**src/rtl/adder_share_arbiter.sv**
```systemverilog
// Round-robin sharing of one 10-bit ripple adder among NUM_REQ requesters.
// Each operation runs IDLE -> ADD -> RESP: grant is high in ADD, done is high in RESP.

module adder_two (
  input  logic [9:0]  a_i,
  input  logic [9:0]  b_i,
  output logic [10:0] sum_o
);

  logic [10:0] carry;

  assign carry[0] = 1'b0;

  for (genvar i = 0; i < 10; i++) begin : g_fa
    assign sum_o[i]    = a_i[i] ^ b_i[i] ^ carry[i];
    assign carry[i+1]  = (a_i[i] & b_i[i]) | (carry[i] & (a_i[i] ^ b_i[i]));
  end

  assign sum_o[10] = carry[10];

endmodule

module adder_share_arbiter #(
  parameter int NUM_REQ = 4,
  parameter int ID_W    = 2
) (
  input  logic                    clk,
  input  logic                    reset,
  input  logic [NUM_REQ-1:0]      req,
  input  logic [NUM_REQ*10-1:0]   op_a_flat,
  input  logic [NUM_REQ*10-1:0]   op_b_flat,
  output logic [NUM_REQ-1:0]      grant,
  output logic [NUM_REQ-1:0]      done,
  output logic [10:0]             result,
  output logic [ID_W-1:0]         result_id,
  output logic                    busy
);

  typedef enum logic [1:0] {
    IDLE = 2'd0,
    ADD  = 2'd1,
    RESP = 2'd2
  } state_e;

  localparam logic [NUM_REQ-1:0] ONE       = NUM_REQ'(1);
  localparam logic [ID_W-1:0]    LAST_INIT = ID_W'(NUM_REQ - 1);

  state_e               state_q, state_d;
  logic [ID_W-1:0]      last_id_q, last_id_d;
  logic [9:0]           opa_q, opa_d;
  logic [9:0]           opb_q, opb_d;
  logic [NUM_REQ-1:0]   grant_q, grant_d;
  logic [NUM_REQ-1:0]   done_q, done_d;
  logic [10:0]          result_q, result_d;
  logic [ID_W-1:0]      result_id_q, result_id_d;

  logic [9:0]           op_a [NUM_REQ];
  logic [9:0]           op_b [NUM_REQ];
  logic [ID_W-1:0]      win;
  logic [10:0]          sum;

  for (genvar i = 0; i < NUM_REQ; i++) begin : g_unpack
    assign op_a[i] = op_a_flat[10*i +: 10];
    assign op_b[i] = op_b_flat[10*i +: 10];
  end

  // First set request bit after last, wrapping; the descending scan lets the
  // nearest candidate overwrite farther ones.
  function automatic logic [ID_W-1:0] rr_pick(input logic [NUM_REQ-1:0] r,
                                              input logic [ID_W-1:0]    last);
    logic [ID_W-1:0] pick;
    int              idx;
    pick = last;
    for (int k = NUM_REQ; k >= 1; k--) begin
      idx = (int'(last) + k) % NUM_REQ;
      if (r[ID_W'(idx)]) pick = ID_W'(idx);
    end
    return pick;
  endfunction

  assign win = rr_pick(req, last_id_q);

  adder_two u_adder (
    .a_i   (opa_q),
    .b_i   (opb_q),
    .sum_o (sum)
  );

  always_comb begin
    // NOTE: every _d gets its hold/idle value first so no path infers a latch.
    state_d     = state_q;
    last_id_d   = last_id_q;
    opa_d       = opa_q;
    opb_d       = opb_q;
    grant_d     = '0;
    done_d      = '0;
    result_d    = result_q;
    result_id_d = result_id_q;

    case (state_q)
      IDLE: begin
        if (|req) begin
          opa_d     = op_a[win];
          opb_d     = op_b[win];
          grant_d   = ONE << win;
          last_id_d = win;
          state_d   = ADD;
        end
      end
      ADD: begin
        // last_id_q still names the requester captured in IDLE.
        result_d    = sum;
        result_id_d = last_id_q;
        done_d      = ONE << last_id_q;
        state_d     = RESP;
      end
      RESP: begin
        state_d = IDLE;
      end
      default: begin
        state_d = IDLE;
      end
    endcase
  end

  always_ff @(posedge clk) begin
    if (reset) begin
      state_q     <= IDLE;
      last_id_q   <= LAST_INIT;
      opa_q       <= '0;
      opb_q       <= '0;
      grant_q     <= '0;
      done_q      <= '0;
      result_q    <= '0;
      result_id_q <= '0;
    end else begin
      // NOTE: non-blocking so every register updates from pre-edge values.
      state_q     <= state_d;
      last_id_q   <= last_id_d;
      opa_q       <= opa_d;
      opb_q       <= opb_d;
      grant_q     <= grant_d;
      done_q      <= done_d;
      result_q    <= result_d;
      result_id_q <= result_id_d;
    end
  end

  assign grant     = grant_q;
  assign done      = done_q;
  assign result    = result_q;
  assign result_id = result_id_q;
  assign busy      = (state_q != IDLE);

endmodule
```
**config.mk**
```make
export PLATFORM = sky130hd
export DESIGN_NAME = adder_share_arbiter
export DESIGN_NICKNAME = d
export VERILOG_FILES = /design/src/rtl/adder_share_arbiter.sv
export SDC_FILE = /design/constraint.sdc
export NUM_CORES = 1
export LEC_CHECK = 0
export BUFFER_PORTS_ARGS = -buffer_cell sky130_fd_sc_hd__buf_2
export CORE_MARGIN = 2
export CORE_UTILIZATION = 40
export DETAILED_ROUTE_END_ITERATION = 10
export GPL_TIMING_DRIVEN = 0
export PLACE_DENSITY = 0.7
export SKIP_CTS_REPAIR_TIMING = 1
export SYNTH_ARGS = -nofsm -noshare
export SYNTH_HDL_FRONTEND = slang
export SYNTH_HIERARCHICAL = 1
export SYNTH_SLANG_ARGS = --single-unit
```
**constraint.sdc**
```tcl
create_clock -name clk -period 12.1 [get_ports clk]
set_input_delay 1.815 -clock clk [delete_from_list [all_inputs] [get_ports clk]]
set_output_delay 1.815 -clock clk [all_outputs]
set_load 0.02 [all_outputs]
```
Yosys cells after proc, flatten, opt, wreduce, memory -nomap -nowiden
Cells that the tools add are included.

word-level totals
  flip-flop bits (word level) = 45
  logic and storage cells = 102
  input port bits = 86
  output and inout bits = 22

operators by class
  bitwise operators = 51
  muxes and demuxes = 24
  add/subtract/negate cells = 4
  equality and inequality tests = 2
  reductions and logical operators = 6
  magnitude comparators = 5
  shift operators = 2

operators by type and width
  cell                                                         number
  binary-select mux 10 bit (select 2 bit)                      2
  2-to-1 mux 10 bit                                            4
  bitwise AND 1 bit                                            19
  bitwise XOR 1 bit                                            19
  less-than comparator 2 x 4 -> 1 bit (second input constant)  4
  2-to-1 mux 2 bit                                             5
  OR 1 bit                                                     9
  binary-select mux 1 bit (select 2 bit)                       4
  2-to-1 mux 1 bit                                             8
  left shift 1 x 2 -> 4 bit (first input constant)             2
  adder 2 x 1 -> 2 bit (second input constant)                 2
  adder 2 bit (second input constant)                          2
  case mux 2 bit (2 select lines)                              1
  OR reduction 4 bit                                           1
  greater-or-equal comparator 3 bit (second input constant)    1
  NOT 1 bit                                                    3
  NOT 2 -> 3 bit                                               1
  OR reduction 3 bit                                           1
  equality test 2 x 1 -> 1 bit (second input constant)         1
  zero test 2 bit                                              1
  inequality test 2 bit (second input constant)                1
  AND reduction 2 bit                                          1
  nonzero test 2 bit                                           1
  OR reduction 2 bit                                           1

Depth between registers and ports, before layout
Gate-level depths: netlist of run 1.

  word-level depth = 19
  gate-level depth with buffers = 16

Modules after synthesis
The synthesis of run 1 kept the hierarchy.

modules (own cells, without submodules)
  module               area an instance (um^2)  seq. area each (um^2)  cells each  instances
  adder_share_arbiter  2183.3                   900.9                  219         1
  adder_two            230.2                    0.0                    20          1

Worst setup path after synthesis of run 1
No wires, ideal clock.

  kind = register to register
  start = register opa_q[0]
  end = register result_q[9] (netlist: result[9])
  buffers on the path = 0
  data required time = 12.030 ns
  stages on the path, launching flop included = 17
  clock period less this slack = 4.064 ns
  arrival time = 3.994 ns
  path slack = 8.036 ns
  setup time = 0.070 ns
  cells stage by stage = dfxtp_1 ha_1 inv_1 fa_1 inv_1 fa_1 fa_1 fa_1 fa_1 fa_1 fa_1 fa_1 inv_1 fa_1 inv_1 nand2_1 a21oi_1

between the ends
  word-level cells in the longest chain between the ends = 18

RTL lines
  item                             line  RTL
  start: declaration               50    logic [9:0] opa_q, opa_d;
  start signal: assignment         140   opa_q <= opa_d;
  bitwise AND 1 bit (2 in series)  16    assign carry[i+1] = (a_i[i] & b_i[i]) | (carry[i] & (a_i[i] ^ b_i[i]));
  OR 1 bit                         16
  bitwise AND 1 bit                16
  OR 1 bit                         16
  bitwise AND 1 bit                16
  OR 1 bit                         16
  bitwise AND 1 bit                16
  OR 1 bit                         16
  [... 2 more ...]                 -
  bitwise AND 1 bit                16
  OR 1 bit                         16
  bitwise AND 1 bit                16
  OR 1 bit                         16
  bitwise AND 1 bit                16
  OR 1 bit                         16
  bitwise XOR 1 bit                15    assign sum_o[i] = a_i[i] ^ b_i[i] ^ carry[i];
  net sum[9]                       60    logic [10:0] sum;
  end signal: assignment           144   result_q <= result_d;
  end: declaration                 54    logic [10:0] result_q, result_d;

The timed path passes the listed nets, and every way through them passes these cells.
A chain may end at the register's enable or synchronous reset.

Worst setup path in the final report of run 1
  start = register opb_q[0]
  end = register result_q[9] (netlist: result[9])

between the ends
  word-level cells in the longest chain between the ends = 18

RTL lines
  item                             line  RTL
  start: declaration               51    logic [9:0] opb_q, opb_d;
  start signal: assignment         141   opb_q <= opb_d;
  bitwise AND 1 bit (2 in series)  16
  OR 1 bit                         16
  bitwise AND 1 bit                16
  OR 1 bit                         16
  bitwise AND 1 bit                16
  OR 1 bit                         16
  bitwise AND 1 bit                16
  OR 1 bit                         16
  [... 2 more ...]                 -
  bitwise AND 1 bit                16
  OR 1 bit                         16
  bitwise AND 1 bit                16
  OR 1 bit                         16
  bitwise AND 1 bit                16
  OR 1 bit                         16
  bitwise XOR 1 bit                15
  net sum[9]                       60

The timed path passes the listed nets, and every way through them passes these cells.

==> results.toml, run 1 <==
[synthesis]
yosysUniqueCellTypes = 31
yosysSeqAreaShare_pct = 37.33
ys.warnings.count = 6
synth_flop_cell = "dfxtp_1"
synth_nets = 335
synth_top_area_share_pct = 37.33
synth_area_mm2 = 0.002414
synth-async-reset-ratio_pct = 0
syn_avg_cell_area_um2 = 10.10
synth_top_area_cell = "dfxtp_1"
ys_seq_elements = 45
postSynthCellCount = 239
ys_top_cells_by_area = "dfxtp_1, mux2i_1, o221ai_2"
synth_edf_count = 0

[route]
dr.first_iter.drc_count = 65
drt_wl_total_um = 5789
vias = 2095
first_pass_iters = 4
via_per_inst = 4.883
ant_nets = 0
drc = 0
routedWlPerCell_um = 13.49

[finish]
layout.nets = 449
final_cells = 429
antennaDiodeCount = 0
drive_gt1_share_pct = 41.81
num-fill-cells = 579
final_area_mm2 = 0.003126
syn_to_final_growth_pct = 29.50

[critical_path]
path_max_fanout = 2
reg2reg_depth = 16
cp-startpoint = "opb_q[0]"
r2r_end = "result[9]"
end_kind = "flop"
crit_required_ps = 12330
reg2reg_from = "opb_q[0]"
crit_type = "reg2reg"
arrival_ps = 4510
cp-endpoint = "result[9]"
regToRegSetupSlack_ps = 7810
start_kind = "flop"

[cts]
root_buffer = "clkbuf_8"
cts_tree = "built"
htree_num_levels = 2
cts_buffers = 5
clockBufferDepth = 2
cts.sinks = 45
worst_skew_pair.late_latency_ps = 290
clkSlewWorstSetupHoldPaths_ps = 80

[placed_design]
placedCellCount = 421
portBuffers = 107
placed_area_mm2 = 0.003043
hpwlAfterDp_um = 4593
pre_cts_ws_ps = 7834
gp_congestion = 0.8090

[timing]
max_slew_margin_pct = 68.54
worst_pin_slew_ps = 471.9
fin_ws_ps = 7811
max_freq_mhz = 233.2
grt_setup_unrepaired = "no"
fin_tns_setup_ps = 0
finalHoldViolCount = 0
fin_skew_ps = 5.798
min_period_ps = 4289
period_share_pct = 35.44
drv_slew = 0
finalSetupViolations = 0

[power]
p_per_area_mw_per_mm2 = 134.3
pwr-share-comb_pct = 35.5
switching_share_pct = 34.03
peakVddDrop_uv = 58.91
clock_power_share_pct = 21.2
pwr-share-seq_pct = 43.3
p_sw_w = 0.0001429
p_int_w = 0.0002769
power.leakage_nw = 1.512

[run_status]
status = "finished, final reports clean"

[grt]
grt_antenna_before_repair = 0
grt_pass1_vias = 1943
grt_overflow_total = 0
grt_max_degree = 14
grt.total_usage_pct = 18.24
grt_pass1_wl_um = 9308

[floorplan]
coreArea_mm2 = 0.005886
die_w_um = 81.68
rows = 28
die_h_um = 81.68
dieArea_mm2 = 0.006672
io_pins = 108
start_util_pct = 41.01

[worst_hold_path]
hp-class = "reg2reg"
min_from = "result[9]"

[run]
cap_violations = 0
==> cells by family (layout without fill, tap and decap cells) <==
group,count (synthesis),after routing,synth area share (%)
buffers and inverters,31,146,7.154
adder cells (fa/ha/maj),10,10,7.983
AND/OR/NAND/NOR,71,71,13.43
flip-flops,45,45,37.32
AO/OA/AOI/OAI,41,41,17.11
multiplexers,41,41,17.00
==> worst min-delay path by stage <==
stage / end / slack (ps) / cells after the start
after global placement: result[9] / 440 / 2
after floorplan: opa_q[1] / 440 / 2
after global routing: result[9] / 470 / 2
final: result[9] / 460 / 2
after detailed placement: result[9] / 450 / 2
after CTS: result[9] / 460 / 2
==> per-layer routing <==
layer | up-vias | GRT usage (%) | wire length (um)
met5 | - | 0 | 0
met4 | 0 | 4.500 | 39
met3 | 2 | 3.077 | 342
met2 | 66 | 29.92 | 2808
met1 | 966 | 25.05 | 2599
li1 | 1061 | - | -
==> stage by stage <==
stage	power [W]	util, %	hold slack [ps]
4_1_cts	0.0004242	53.10	455.8
5_1_grt	0.0004488	53.10	474.7
6_report	0.0004198	53.10	456.5
3_5_place_dp	0.0003354	51.70	445.1
2_1_floorplan	0.0002885	-	435.9
3_3_place_gp	0.0003324	51.70	440.2
==> area by class of cell <==
cell class / instances / area, um^2 / area share, %
clock inverters: 2 / 10.01 / 0.3203
clock buffers: 6 / 72.57 / 2.322
flip-flops and latches: 45 / 900.9 / 28.82
multi-input cells: 163 / 1340 / 42.87
repair buffers: 107 / 535.5 / 17.13
inverters: 13 / 48.80 / 1.561
plain buffers: 18 / 123.9 / 3.963
well taps: 75 / 93.84 / 3.002
==> state kept, by name (all words and copies together), names as in the netlist <==
register and count:
done 4, grant 4, last_id_q 2, opa_q 10
opb_q 10, result 11, result_id 2, state_q 2
==> Yosys cell counts, drive strengths merged, types with 4 or more instances <==
library cell  number
nand2b             4
inv               13
nor2               7
nand2             49
dfxtp             45
a21oi             14
o221ai            20
fa                 9
mux2i             41
buf               13
clkbuf             5
==> placed cells by master, fill, tap and decap left out, drive strengths merged <==
cell type / netlist / final
clkinv: 0 / 2
or4: 1 / 1
or2: 1 / 1
nand3b: 2 / 2
a311o: 1 / 1
ha: 1 / 1
o211ai: 1 / 1
a211o: 1 / 1
nor3: 1 / 1
nor4b: 1 / 1
nand2: 49 / 49
nand4: 1 / 1
nand2b: 4 / 4
dfxtp: 45 / 45
nor4: 1 / 1
nor2: 7 / 7
o221ai: 20 / 20
buf: 13 / 120
a31oi: 2 / 2
a21o: 2 / 2
nor2b: 1 / 1
fa: 9 / 9
and3: 2 / 2
clkbuf: 5 / 11
inv: 13 / 13
a21oi: 14 / 14
mux2i: 41 / 41
==> worst max-delay path: stages (launching register included) <==
cell,delay (ps)
dfxtp_1,340
ha_1,180
inv_1,60
fa_1,150
inv_1,50
fa_1,380
fa_1,420
fa_1,410
fa_1,390
fa_1,390
fa_1,380
fa_1,360
inv_1,70
fa_1,410
inv_1,70
nand2_1,50
a21oi_1,120
==> power by group through the flow <==
| stage | logic (W) | clock network, W | registers, W |
|---|---|---|---|
| after global placement | 0.000148 | 0 | 0.000185 |
| after detailed placement | 0.000150 | 0 | 0.000185 |
| after floorplan | 0.0000977 | 0 | 0.000191 |
| after global routing | 0.000166 | 0.0000978 | 0.000185 |
| after CTS | 0.000151 | 0.0000916 | 0.000182 |
| final | 0.000149 | 0.0000892 | 0.000182 |
Note: power is estimated with default switching activity, not from simulation.
==> inputs of run 2 (changes only) <==
- PLACE_DENSITY: 0.7 -> 0.72
- clock period: 12.1 -> 3.65 ns (I/O delays scaled with it)
==> results.toml, run 2 (synthesized netlist as in run 1, its figures left out) <==
[floorplan]
die_h_um = 81.68
start_util_pct = 41.01
rows = 28
io_pins = 108
dieArea_mm2 = 0.006672
die_w_um = 81.68
coreArea_mm2 = 0.005886

[critical_path]
path_max_fanout = 2
r2r_end = "result[9]"
crit_required_ps = 3870
worstPathCellList = "ha_2 -> inv_2 -> fa_2 -> inv_2 -> fa_2 -> fa_2 -> fa_2 -> fa_2 -> fa_2 -> fa_2 -> fa_2 -> inv_2 -> fa_2 -> inv_1 -> nand2_1 -> a21oi_2"
crit_type = "reg2reg"
cp_common_cell = "fa_2"
regToRegSetupSlack_ps = -380
end_kind = "flop"
reg2reg_from = "opb_q[0]"
cp_slowest_stage_delay_ps = 430
start_kind = "flop"
arrival_ps = 4250
reg2reg_depth = 16
crit_slowest_cell = "fa_2"

[finish]
final_util_pct = 54.12
syn_to_final_growth_pct = 31.99
antennaDiodeCount = 0
layout_common_cells = "buf_2, nand2_1, dfxtp_1"
largest_reg_flops = 11
final_cells = 429
layout_commonest_cell = "buf_2"
drive_gt1_share_pct = 46.89
layout.nets = 450
num-fill-cells = 564

[cts]
root_buffer = "clkbuf_8"
clockBufferDepth = 2
cts_buffers = 5
htree_num_levels = 2
cts.sinks = 45
worst_skew_pair.late_latency_ps = 290
clkSlewWorstSetupHoldPaths_ps = 80
cts_tree = "built"

[placed_design]
gp_congestion = 0.7702
portBuffers = 107
placedCellCount = 421
hpwlAfterDp_um = 4495
pre_cts_ws_ps = -437.3

[run_status]
violations = "negative setup slack"
status = "complete, but fails checks"

[power]
pwr-share-seq_pct = 41.3
pwr-share-comb_pct = 34.4
peakVddDrop_uv = 214.8
p_sw_w = 0.0004722
clock_power_share_pct = 24.3
switching_share_pct = 32.19
power.leakage_nw = 1.508
p_per_area_mw_per_mm2 = 460.5
p_int_w = 0.0009949

[worst_hold_path]
hold_path_end = "result[10]"
hp-class = "reg2reg"
min_delay_path_depth = 2
min_from = "result[10]"

[route]
drt_wl_total_um = 5643
dr.first_iter.drc_count = 82
first_pass_iters = 4
drc = 0
via_per_inst = 4.797
vias = 2058
routedWlPerCell_um = 13.15
ant_nets = 0

[timing]
period_share_pct = 110.4
grt_setup_unrepaired = "yes"
max_freq_mhz = 248.1
fin_ws_ps = -381.1
finalHoldViolCount = 0
hold_slack_ps = 455.0
min_period_ps = 4031
drv_slew = 0
max_slew_margin_pct = 68.86
finalSetupViolations = 2
worst_pin_slew_ps = 467.1
fin_skew_ps = 5.380

[grt]
grt_pass1_wl_um = 8804
grt_max_degree = 14
grt_pass1_vias = 1903
grt_overflow_total = 0
grt.total_usage_pct = 17.28
grt_antenna_before_repair = 0

[run]
cap_violations = 0
==> run 2: cell types whose count changed in the layout (fill, tap and decap cells not counted), moves of 2 or more <==
cell	previous run	this run
inv_2	0	4
dfxtp_2	0	2
dfxtp_1	45	43
fa_1	9	0
fa_2	0	9
inv_1	13	9
==> run 2: critical path: cells and delay by family, from the launching register on <==
| family | cells | cell delay, ps |
|---|---|---|
| flip-flops | 1 | 340 |
| adder cells (fa/ha/maj) | 10 | 3230 |
| buffers and inverters | 4 | 210 |
| AO/OA/AOI/OAI | 1 | 130 |
| AND/OR/NAND/NOR | 1 | 50 |
==> run 2: power by group through the flow <==
stage,sequential [W],clock [W],combinational [W]
finish,0.000607,0.000357,0.000504
global route,0.000616,0.000387,0.000561
CTS,0.000606,0.000364,0.000503
detailed placement,0.000617,0,0.000501
global placement,0.000615,0,0.000494
floorplan,0.000634,0,0.000326
==> run 2: worst max-delay path by stage <==
| stage | startpoint | to | slack (ps) | cells past startpoint |
|---|---|---|---|---|
| after global placement | opa_q[0] | result[9] | -350 | 16 |
| after detailed placement | opa_q[0] | result[9] | -440 | 16 |
| after global routing | opa_q[0] | result[9] | -480 | 16 |
| final | opb_q[0] | result[9] | -380 | 16 |
| after CTS | opa_q[0] | result[9] | -460 | 16 |
| after floorplan | opa_q[0] | result[9] | -200 | 16 |
==> run 2: per-stage QoR <==
| stage | cell area, um^2 | total power [W] | setup TNS [ps] |
|---|---|---|---|
| floorplan | 2429 | 0.0009603 | -199.5 |
| global placement | 3058 | 0.001109 | -426.2 |
| detailed placement | 3058 | 0.001119 | -545.7 |
| CTS | 3162 | 0.001474 | -583.5 |
| global route | 3186 | 0.001564 | -706.9 |
| finish | 3186 | 0.001467 | -459.7 |
==> run 2: cell type report <==
cell class                      instances  area [um^2]  share of cell area [%]
Clock inverter                          2        35.03                   1.100
Inverter                               13        48.80                   1.532
Clock buffer                            5        68.82                   2.160
Multi-Input combinational cell        163         1369                   42.97
Buffer                                 18        123.9                   3.888
Tap cell                               75        93.84                   2.946
Sequential cell                        45        903.4                   28.36
Timing Repair Buffer                  108        543.0                   17.05
==> run 2: layer usage <==
metal	up-vias	global-route usage (%)	wire, um
met5	-	0	0
met4	0	3.667	46
met3	5	3.297	287
met2	58	29.34	2740
met1	929	22.96	2568
li1	1066	-	-
